File: src/rtl/audio_pkg.sv
// rtl/audio_pkg.sv - shared audio sample type, midscale constant and duty helpers
package audio_pkg;

  localparam int SAMPLE_W = 8;
  localparam logic [SAMPLE_W-1:0] MIDSCALE = 8'd128;

  typedef logic signed [SAMPLE_W-1:0] sample_t;

  // Arithmetic shift keeps the sign, so small negative samples settle at -1, not 0.
  function automatic sample_t attenuate(input sample_t s, input logic [2:0] shift);
    return s >>> shift;
  endfunction

  // Two's complement to offset binary: flipping the MSB is the same as adding midscale.
  function automatic logic [SAMPLE_W-1:0] to_offset_binary(input sample_t s);
    return {~s[SAMPLE_W-1], s[SAMPLE_W-2:0]};
  endfunction

endpackage

File: src/rtl/sample_tick_gen.sv
// rtl/sample_tick_gen.sv - free-running sample-rate strobe, one cycle every TICK_DIV clocks while enabled
module sample_tick_gen #(
  parameter int TICK_DIV = 2000
) (
  input  logic clk,
  input  logic rst,
  input  logic en,
  output logic tick
);

  localparam int CW = $clog2(TICK_DIV);
  localparam logic [CW-1:0] LAST = CW'(TICK_DIV - 1);

  logic [CW-1:0] cnt;

  always_ff @(posedge clk) begin
    if (rst || !en) begin
      cnt <= '0;
    end else if (cnt == LAST) begin
      cnt <= '0;
    end else begin
      cnt <= cnt + 1'b1;
    end
  end

  // Gated so the strobe is silent in any reset or idle cycle, whatever the counter holds.
  assign tick = !rst && en && (cnt == LAST);

endmodule

File: src/rtl/pwm_audio_out.sv
// rtl/pwm_audio_out.sv - sample capture, volume/mute, and glitch-free 8-bit PWM audio driver
module pwm_audio_out
  import audio_pkg::*;
#(
  parameter int TICK_DIV = 2000,
  parameter int PWM_BITS = 8
) (
  input  logic                clk,
  input  logic                rst,
  input  logic                en,
  input  logic [SAMPLE_W-1:0] sample_in,
  input  logic [2:0]          volume,
  input  logic                mute,
  output logic                sample_tick,
  output logic                aud_pwm,
  output logic                aud_sd
);

  logic                capture_q;
  logic [PWM_BITS-1:0] pwm_cnt;
  logic [PWM_BITS-1:0] duty_pending;
  logic [PWM_BITS-1:0] duty_active;
  sample_t             scaled;

  assign scaled = attenuate(sample_t'(sample_in), volume);

  sample_tick_gen #(
    .TICK_DIV(TICK_DIV)
  ) u_tick (
    .clk (clk),
    .rst (rst),
    .en  (en),
    .tick(sample_tick)
  );

  // The reader updates on the edge ending the tick cycle, so sample one cycle later.
  always_ff @(posedge clk) begin
    if (rst) begin
      capture_q    <= 1'b0;
      duty_pending <= MIDSCALE;
    end else begin
      capture_q <= sample_tick;
      if (capture_q) begin
        duty_pending <= mute ? MIDSCALE : to_offset_binary(scaled);
      end
    end
  end

  // duty_active only changes at the frame boundary so a frame never mixes two duties.
  always_ff @(posedge clk) begin
    if (rst) begin
      pwm_cnt     <= '0;
      duty_active <= MIDSCALE;
      aud_pwm     <= 1'b0;
      aud_sd      <= 1'b0;
    end else begin
      aud_sd  <= en;
      aud_pwm <= en && (pwm_cnt < duty_active);
      if (!en) begin
        pwm_cnt <= '0;
      end else begin
        pwm_cnt <= pwm_cnt + 1'b1;
        if (pwm_cnt == '1) begin
          duty_active <= duty_pending;
        end
      end
    end
  end

endmodule

File: config.mk
export PLATFORM = sky130hd
export DESIGN_NAME = pwm_audio_out
export DESIGN_NICKNAME = d
export VERILOG_FILES = /design/src/rtl/audio_pkg.sv /design/src/rtl/sample_tick_gen.sv /design/src/rtl/pwm_audio_out.sv
export SDC_FILE = /design/constraint.sdc
export NUM_CORES = 1
export LEC_CHECK = 0
export CAP_MARGIN = 20
export CORE_MARGIN = 2
export CORE_UTILIZATION = 30
export DETAILED_ROUTE_END_ITERATION = 8
export GPL_TIMING_DRIVEN = 1
export PLACE_DENSITY = 0.47
export SETUP_SLACK_MARGIN = 0.1
export SLEW_MARGIN = 0
export SYNTH_ARGS = -nofsm -noshare
export SYNTH_HDL_FRONTEND = slang
export SYNTH_SLANG_ARGS = --single-unit
File: constraint.sdc
create_clock -name clk -period 2.65 [get_ports clk]
set_clock_uncertainty 0.1 [all_clocks]
set_input_delay 0.53 -clock clk [delete_from_list [all_inputs] [get_ports clk]]
set_output_delay 0.53 -clock clk [all_outputs]
set_load 0.1 [all_outputs]
# --- After elaboration in Yosys (flattened, before gate mapping) ---
# Cells that the tools add are included.
op_classes:
  add_sub_neg: 2
  n_mul: 0
  div: 0
  order_cmp: 1
  eq_ne: 2
  shift: 1
  muxes: 1
  bitwise_logic: 2
  reduce_logical: 9
op_table:
  columns: ["op", "count"]
  rows:
  - ["adder 11 x 1 -> 11 bit, second input constant", 1]
  - ["== test 11 bit, second input constant", 1]
  - ["adder 8 x 1 -> 8 bit, second input constant", 1]
  - ["== test 8 bit, second input constant", 1]
  - ["less-than comparator 8 bit", 1]
  - ["2-to-1 mux 8 bit", 1]
  - [">>> shifter 8 x 3 -> 8 bit", 1]
  - ["OR reduction 2 bit", 2]
  - ["logical AND 1 bit", 3]
  - ["zero test 1 bit", 2]
  - ["inverter 1 bit", 2]
  - ["AND reduction 2 bit", 1]
  - ["logical OR 1 bit", 1]
totals:
  reg_bits: 38
  latch_bits: 0
  mem_bits_rw: 0
  romBits: 0
  out_inout_bits: 3
  elab_cells: 25
  mem_count: 0

# --- Depth between registers and ports, before layout ---
# Gate-level depths: netlist of the first run.
logic_depth:
  ltp_word: 3
  mapped_depth: 6
  mapped_depth_nobuf: 6

# --- Hierarchy ---
# A second synthesis of the first run with hierarchy kept.
hier_totals:
  hier_cells: 188
  hier_area_um2: 1819.2
by_module_without_submodules:
  columns: ["mod", "instances", "cells_each", "area_each_um2", "seq_area_each_um2"]
  rows:
  - ["pwm_audio_out", 1, 132, 1320.0, 540.5]
  - ["sample_tick_gen", 1, 56, 499.2, 220.2]

# --- Worst setup path before layout of the first run ---
# No wires, ideal clock.
synth_timing:
  path_type: "reg2out"
  startpoint: "register u_tick.cnt[0]"
  endpoint: "output port sample_tick"
  t_arrival_ns: 2.339
  setup_slack_ns: -0.319
  path_stages_with_launch: 6
  path_buffers: 0
  cell_sequence: "dfxtp_1 -> ha_1 -> nand3_2 -> nor4b_4 -> nand2_1 -> nor2_1"
synth_between:
  elab_chain_cells: 2
synth_rtl:
  columns: ["element", "line_no", "source"]
  rows:
  - ["start, declared", "sample_tick_gen.sv:14", "logic [CW-1:0] cnt;"]
  - ["start signal, assigned", "sample_tick_gen.sv:22", "cnt <= cnt + 1'b1;"]
  - ["== test 11 bit", "sample_tick_gen.sv:27", "assign tick = !rst && en && (cnt == LAST);"]
  - ["logical AND 1 bit", "sample_tick_gen.sv:27", null]
  - ["end, declared", "pwm_audio_out.sv:14", "output logic sample_tick,"]
# No other way between the ends.

# --- Worst setup path after layout of the first run ---
# Same ends and word-level chain as after synthesis.

==> results of run 1 <==
-- path summary, 6_finish.rpt --
kind	start	to	slack [ns]	cells past startpoint
setup / recovery	u_tick.cnt[0]$_SDFF_PP0_	sample_tick	0.25	6
hold / removal	u_tick.cnt[0]$_SDFF_PP0_	u_tick.cnt[0]$_SDFF_PP0_	0.34	1
setup reg to reg	u_tick.cnt[0]$_SDFF_PP0_	u_tick.cnt[9]$_SDFF_PP0_	0.81	6
hold reg to reg	u_tick.cnt[0]$_SDFF_PP0_	u_tick.cnt[0]$_SDFF_PP0_	0.34	1
-- what timing repair did --
item,in CTS,in global routing
buffers inserted,0,1
resized for setup,0,0
hold buffers,0,0
endpoints found under the setup margin,0,1
-- cells in the mapped netlist (3+ instances only) --
cell type and number:
dfxtp_1 38, nand2_1 23, nor2_1 18, a21oi_1 16, o21ai_0 16, ha_1 9, inv_1 8, and3_1 7
xor2_1 7, mux2i_1 6, nand3_1 5, clkbuf_1 3, mux2_2 3, nand4_1 3, o221ai_1 3, or3_1 3
xnor2_1 3
-- layout make-up --
cell class | instances | area [um2] | share of cell area [%]
Clock buffer | 7 | 86.3 | 3.98
Clock inverter | 1 | 5.00 | 0.231
Inverter | 9 | 33.8 | 1.56
Multi-Input combinational cell | 148 | 976 | 45.0
Sequential cell | 38 | 761 | 35.1
Tap cell | 75 | 93.8 | 4.33
Timing Repair Buffer | 22 | 213 | 9.81
-- worst max-delay path, cell delays in order (launching register included) --
cell and delay [ns]:
dfxtp_1 0.35, ha_1 0.23, nand3_2 0.12, nor4b_4 0.30
nand2_1 0.14, nor2_2 0.15, buf_12 0.19
-- report_power, final --
| group | switching [mW] | leakage [nW] | internal [mW] |
|---|---|---|---|
| logic | 0.0475 | 0.465 | 0.0391 |
| registers | 0.00271 | 0.307 | 0.575 |
| clock network | 0.203 | 0.0482 | 0.210 |
-- cell families (layout without fill, tap and decap cells) --
kind of cell             count (synthesis)  count (layout)  share of synthesized area (%)
buffers and inverters                   14              39                           3.08
AND/OR/NAND/NOR                         74              74                           22.1
multiplexers                            10              10                           5.87
flip-flops                              38              38                           42.5
XOR/XNOR                                10              10                           4.90
AO/OA/AOI/OAI                           45              45                           15.2
adder cells (fa/ha/maj)                  9               9                           6.29
-- metal layers --
layer,share of wire [%],vias to the layer above
li1,-,754
met1,51,631
met2,43,32
met3,3.7,5
met4,2.1,0
met5,0,-
-- flip-flops by register name, summed over array words and instances, names as in the netlist --
register	count
aud_sd	1
u_tick.cnt	11
aud_pwm	1
pwm_cnt	8
duty_active	8
duty_pending	8
capture_q	1
-- per-stage QoR --
stage | area, um2 | std cells | utilization, % | hold slack [ns]
finish | 2170 | 300 | 37.1 | 0.344
global route | 2170 | 300 | 37.1 | 0.368
CTS | 2160 | 299 | 36.9 | 0.348
detailed placement | 2070 | 291 | 35.4 | 0.336
global placement | 2070 | 291 | 35.4 | 0.330
floorplan | 1790 | 200 | - | 0.313
==> flow_summary.toml, run 1 <==
[timing]
setup_viol = 0
tightest_slew_ns = 0.440
finalSetupTns_ns = 0
period_minus_slack_ns = 2.40
fin_crit_sh_pct = 90.4
rsz0062_at_grt = "no"
setup_ws_ns = 0.254
max_freq_ghz = 0.417
max_slew_margin_pct = 70.5
hold_viol_final = 0
slew_violations = 0

[clocking]
clockBufferDepth = 2
clk-insertion-delay-late_ns = 0.29
cts.htree.levels = 2
cts_tree = "done"
clk_pin_slew_ns = 0.07
numCtsBuffers = 5
root_buffer = "clkbuf_8"
cts_sinks = 38

[yosys]
synth_edf_count = 0
synth_ff_type = "dfxtp_1"
yosysSeqAreaShare_pct = 42.5
ys_ff_latch = 38
synth_top_cell_by_area = "dfxtp_1"
yosysWarnings = 0
synth.top_cell.area_share_pct = 42.5
netlist_instances = 200
syn_avg_cell_area_um2 = 8.95
async_flop_share_pct = 0
synthesis.area_um2 = 1790
syn_nets = 224
ys_types = 40
synth.area.top_cells = "dfxtp_1 (43%), ha_1 (6.3%), nand2_1 (4.8%)"

[global_routing]
grt_max_degree = 16
grt_use_met1_pct = 15.8
antenna_found_initial = 0
first_global_vias = 1387
grt_overflow = 0
use_met2_pct = 19.3
busiest_layer = "met2"
met3_usage_pct = 3.44
grt_usage_pct = 12.3
grt_pass1_wl_mm = 6.25

[routing]
drtPass1Iterations = 4
drc = 0
via_count = 1422
ant_nets = 0
viasPerCell = 4.74
drt-total-wl_mm = 3.54
first_iter_violations = 56
routedWlPerCell_um = 11.8

[floorplanning]
start_util_pct = 30.6
rows = 28
chipWidth_um = 81.2
fp.dieH_um = 81.2
core_um2 = 5850
dieArea_um2 = 6600
pin_count = 18

[cells_and_area]
diodes = 0
final_common_cell = "dfxtp_1"
final_cell_mix = "dfxtp_1 (38), nand2_1 (23), nor2_1 (17)"
num-nets-final = 248
fill_cells = 612
drive_above_1_share_pct = 12.0
syn_to_final_growth_pct = 21.2

[power_and_ir_drop]
total_power_mw = 1.08
leakagePower_nw = 0.820
ir_worst_vdd_mv = 0.153
powerDensity_nw_per_um2 = 497

[critical_path]
critPathCaptureType = "output port"
crit_arrival_ns = 1.77
worstPathMaxFanout = 3
worstPathRequired_ns = 2.02
crit_path_start_kind = "flop"
critPathKind = "flop to output port"

[place]
port-buffer-count = 17
pre_cts_ws_ns = 0.390
gp_congestion = 0.728
dp_hpwl_mm = 2.68

[status]
outcome = "finished, final reports clean"

[hold_path]
hold_class = "flop to flop"

[job]
maxCapViolCount = 0
No activity file was read; power rests on OpenSTA's default activity.
==> run 2: changes to the inputs <==
--- a/config.mk
+++ b/config.mk
@@ -6,6 +6,7 @@
 export NUM_CORES = 1
 export LEC_CHECK = 0
 export CAP_MARGIN = 20
+export CORE_ASPECT_RATIO = 1.75
 export CORE_MARGIN = 2
 export CORE_UTILIZATION = 30
 export DETAILED_ROUTE_END_ITERATION = 8
==> run 2 against run 1 <==
Compared with the run above: global-route usage increased by 0.57 points; first-iteration DRC count fell by 18%; highest routed layer unchanged; count of clock-buffer cells in the layout down 1; register-to-register slack is essentially flat; die area rose by 0.38%; wire length up 11%; via count up 2.0%; utilization rose by 1.1 points; design area up 2.7%; critical path depth is the same; total power increased by 19%; setup slack got worse by 0.022 ns.
==> flow_summary.toml, run 2 (synthesis gave the netlist of run 1 again) <==
[critical_path]
critPathCaptureType = "output port"
reg2reg_from = "u_tick.cnt[0]$_SDFF_PP0_"
worstPathMaxFanout = 3
slowest_stage = "dfxtp_1"
crit_arrival_ns = 1.79
worstPathRequired_ns = 2.02
rrSetupSlack_ns = 0.80
critPathKind = "flop to output port"
cpPeakStageDelay_ns = 0.36
cp_cell_sequence = "ha_2, nand3_2, nor4b_4, nand2_1, nor2_2, buf_12"
crit_path_start_kind = "flop"
reg2reg_depth = 6
reg2reg_to = "u_tick.cnt[9]$_SDFF_PP0_"

[power_and_ir_drop]
ir_worst_vdd_mv = 0.264
leakagePower_nw = 0.841
powerDensity_nw_per_um2 = 575

[global_routing]
grt_pass1_wl_mm = 6.78
antenna_found_initial = 0
grt_max_degree = 16
grt_usage_pct = 12.9
grt_overflow = 0
first_global_vias = 1451

[cells_and_area]
drive_above_1_share_pct = 12.9
stdcell_area_um2 = 2230
final_util_pct = 38.2
largest_reg_flops = 11
final_cell_mix = "dfxtp_1 (38), nand2_1 (23), nor2_1 (17)"
num-nets-final = 248
final_common_cell = "dfxtp_1"
diodes = 0
syn_to_final_growth_pct = 24.4
top_register = "u_tick.cnt"

[place]
pre_cts_ws_ns = 0.355
gp_congestion = 0.792
port-buffer-count = 17
dp_hpwl_mm = 3.01
place_area_um2 = 2070

[timing]
setup_ws_ns = 0.232
rsz0062_at_grt = "no"
period_minus_slack_ns = 2.42
slew_violations = 0
hold_viol_final = 0
tightest_slew_ns = 0.453
max_slew_margin_pct = 69.7
finalSetupTns_ns = 0
setup_viol = 0
max_freq_ghz = 0.414
fin_crit_sh_pct = 91.2

[floorplanning]
start_util_pct = 30.7
pin_count = 18
dieArea_um2 = 6620
chipWidth_um = 62.4
rows = 37
fp.dieH_um = 106
core_um2 = 5830

[hold_path]
min_from = "duty_pending[1]$_SDFFE_PP0P_"
holdPathStages = 2
holdPathEnd = "duty_active[1]$_SDFFE_PP0P_"
hold_class = "flop to flop"

[clocking]
clockBufferDepth = 2
root_buffer = "clkbuf_8"
cts.htree.levels = 2
cts_sinks = 38
clk-insertion-delay-late_ns = 0.29
clk_pin_slew_ns = 0.08
numCtsBuffers = 5
cts_tree = "done"

[routing]
via_count = 1451
drt-total-wl_mm = 3.92
drc = 0
first_iter_violations = 46
viasPerCell = 4.79
drtPass1Iterations = 4
ant_nets = 0
routedWlPerCell_um = 12.9

[status]
outcome = "finished, final reports clean"

[job]
maxCapViolCount = 0
[run 2: cell types whose count changed in the layout (fill, tap and decap cells not counted)]
| cell | change |
|---|---|
| clkbuf_1 | -1 |
| ha_1 | -1 |
| ha_2 | +1 |
| clkinv_2 | -1 |
| bufinv_16 | +2 |
[run 2: worst max-delay path by stage]
stage | startpoint | depth (start not counted) | endpoint
2_1_floorplan | u_tick.cnt[0]$_SDFF_PP0_ | 5 | sample_tick
3_3_place_gp | volume[1] | 5 | duty_pending[3]$_SDFFE_PP0P_
3_5_place_dp | volume[1] | 5 | duty_pending[3]$_SDFFE_PP0P_
4_1_cts | u_tick.cnt[0]$_SDFF_PP0_ | 6 | sample_tick
5_1_grt | u_tick.cnt[0]$_SDFF_PP0_ | 6 | sample_tick
6_report | u_tick.cnt[0]$_SDFF_PP0_ | 6 | sample_tick
[run 2: metal layers]
layer	wire length [um]	global-route usage, %	vias to the layer above
met1	1590	13.7	661
met3	94	2.01	9
met2	2110	23.9	24
li1	-	-	757
met5	0	0	-
met4	133	7.30	0
[run 2: power by group]
group | switching [mW] | total, mW | leakage, nW | internal, mW
sequential | 0.00282 | 0.578 | 0.307 | 0.575
combinational | 0.0487 | 0.0879 | 0.462 | 0.0392
clock | 0.213 | 0.615 | 0.0714 | 0.402
total | 0.265 | 1.28 | 0.841 | 1.02
[run 2: what timing repair did]
action	4_1_cts	5_1_grt
setup endpoints to repair	0	1
gates resized for setup	0	1
setup buffers	0	1
hold buffers	0	0
[run 2: area by class of cell]
cell class                      instances  area (um2)
Clock inverter                          2        60.1
Sequential cell                        38         761
Tap cell                               78        97.6
Fill cell                             624        3610
Inverter                                9        33.8
Timing Repair Buffer                   22         213
Multi-Input combinational cell        148         978
Clock buffer                            6        82.6
[run 2: critical path: cells and delay by family, from the launching register on]
family        cells  cell delay [ns]
buf+inv           1             0.19
fa+ha+maj         1             0.22
simple gates      4             0.72
flops             1             0.36
[run 2: through the flow]
stage,instances,hold slack (ns),total power [mW]
after detailed placement,294,0.340,0.680
after global routing,303,0.382,1.33
final,303,0.353,1.28
after CTS,302,0.354,1.30
after floorplan,200,0.313,0.641
after global placement,294,0.332,0.681
==> run 3: changes to the inputs <==
--- a/config.mk
+++ b/config.mk
@@ -9,10 +9,11 @@
 export CORE_ASPECT_RATIO = 1.75
 export CORE_MARGIN = 2
 export CORE_UTILIZATION = 30
+export CTS_CLUSTER_DIAMETER = 150
 export DETAILED_ROUTE_END_ITERATION = 8
 export GPL_TIMING_DRIVEN = 1
-export PLACE_DENSITY = 0.47
-export SETUP_SLACK_MARGIN = 0.1
+export PLACE_DENSITY = 0.56
+export SETUP_SLACK_MARGIN = 0.4
 export SLEW_MARGIN = 0
 export SYNTH_ARGS = -nofsm -noshare
 export SYNTH_HDL_FRONTEND = slang
==> run 3 against run 2 <==
Compared with the run above: non-clock buffer count rose by 5; critical path depth did not move; worst hold slack improved by 0.0070 ns; final cell count rose by 1.7%; sequential cell count did not move; fmax rose by 9.5%; wire length fell by 6.9%; total power fell by 9.4%; setup slack improved by 0.21 ns; count of clock-buffer cells in the layout fell by 1; utilization rose by 0.62 points; via count rose by 4.0%; critical endpoint unchanged.
==> flow_summary.toml, run 3 (synthesis gave the netlist of run 1 again) <==
[timing]
max_slew_margin_pct = 71.8
hold_viol_final = 0
max_freq_ghz = 0.453
fin_crit_sh_pct = 83.3
timing.hold.ws_ns = 0.360
setup_viol = 0
rsz0062_at_grt = "yes"
tightest_slew_ns = 0.421
finalSetupTns_ns = 0
period_minus_slack_ns = 2.21
setup_ws_ns = 0.442
slew_violations = 0

[cells_and_area]
final_util_pct = 38.8
seq_area_um2 = 763
largest_reg_flops = 11
multi_input_area_um2 = 1000
syn_to_final_growth_pct = 26.4
top_register = "u_tick.cnt"
final_cell_mix = "dfxtp_1 (36), nand2_1 (22), nor2_1 (17)"
final_common_cell = "dfxtp_1"
drive_above_1_share_pct = 16.1
diodes = 0
fill_cells = 618
num-nets-final = 253

[floorplanning]
rows = 37
pin_count = 18
dieArea_um2 = 6620
start_util_pct = 30.7
fp.dieH_um = 106
core_um2 = 5830
chipWidth_um = 62.4

[critical_path]
worstPathMaxFanout = 3
slowest_stage = "dfxtp_2"
crit_arrival_ns = 1.58
worstPathRequired_ns = 2.02
crit_path_start_kind = "flop"
critPathCaptureType = "output port"
cpPeakStageDelay_ns = 0.36
cp_cell_sequence = "ha_4, nand3_4, nor4b_4, nand2_2, nor2_4, buf_12"
critPathKind = "flop to output port"

[place]
port-buffer-count = 17
gp_congestion = 0.734
pre_cts_ws_ns = 0.393
dp_hpwl_mm = 2.79

[power_and_ir_drop]
ir_worst_vdd_mv = 0.226
powerDensity_nw_per_um2 = 513
total_power_mw = 1.16
leakagePower_nw = 0.847

[routing]
drt-total-wl_mm = 3.65
viasPerCell = 4.90
drc = 0
first_iter_violations = 69
via_count = 1509
routedWlPerCell_um = 11.9
drtPass1Iterations = 4
ant_nets = 0

[clocking]
clk-insertion-delay-late_ns = 0.29
cts_tree = "done"
ctsHoldBuffers = 0
numCtsBuffers = 5
clk_pin_slew_ns = 0.08
root_buffer = "clkbuf_8"
cts.htree.levels = 2
cts_sinks = 38
clockBufferDepth = 2

[global_routing]
grt_overflow = 0
grt_max_degree = 16
antenna_found_initial = 0
grt_pass1_wl_mm = 6.51
first_global_vias = 1469
grt_usage_pct = 12.2

[status]
outcome = "finished, final reports clean"

[job]
maxCapViolCount = 0

[hold_path]
hold_class = "flop to flop"
run 3: critical path, delay by kind of cell, from the launching register on:
kind          cells  cell delay [ns]
flops             1             0.36
buf+inv           1             0.18
simple gates      4             0.59
fa+ha+maj         1             0.17
run 3: timing repair:
| item | CTS | global route |
|---|---|---|
| pin swaps | 3 | 3 |
| gates resized for setup | 6 | 0 |
| setup buffers | 3 | 3 |
| gates cloned | 0 | 0 |
| setup endpoints to repair | 1 | 1 |
run 3: worst paths after layout:
kind | slack, ns | endpoint | cells past startpoint | start
min reg2reg | 0.36 | duty_active[0]$_SDFFE_PP0P_ | 2 | duty_pending[0]$_SDFFE_PP0P_
max | 0.44 | sample_tick | 6 | u_tick.cnt[0]$_SDFF_PP0_
min | 0.36 | duty_active[0]$_SDFFE_PP0P_ | 2 | duty_pending[0]$_SDFFE_PP0P_
max reg2reg | 0.80 | u_tick.cnt[9]$_SDFF_PP0_ | 7 | u_tick.cnt[0]$_SDFF_PP0_
run 3: area by class of cell:
class	count	area share [%]
Sequential cell	38	33.7
Timing Repair Buffer	27	11.1
Clock buffer	5	3.04
Tap cell	78	4.31
Clock inverter	3	1.99
Multi-Input combinational cell	148	44.4
Inverter	9	1.49
run 3: stage by stage:
stage	instance area [um2]	cells
after detailed placement	2080	294
after global placement	2080	294
after floorplan	1800	200
after global routing	2260	308
after CTS	2240	305
final	2260	308
run 3: power breakdown:
group	internal [mW]	switching (mW)
registers	0.575	0.00349
logic	0.0408	0.0494
clock network	0.280	0.212
total	0.896	0.265
run 3: per-layer routing:
metal	track usage, %	wire length, um	vias up
met5	0	0	-
met4	8.89	195	0
met3	2.43	120	14
met2	21.4	1850	43
met1	13.0	1490	687
li1	-	-	765
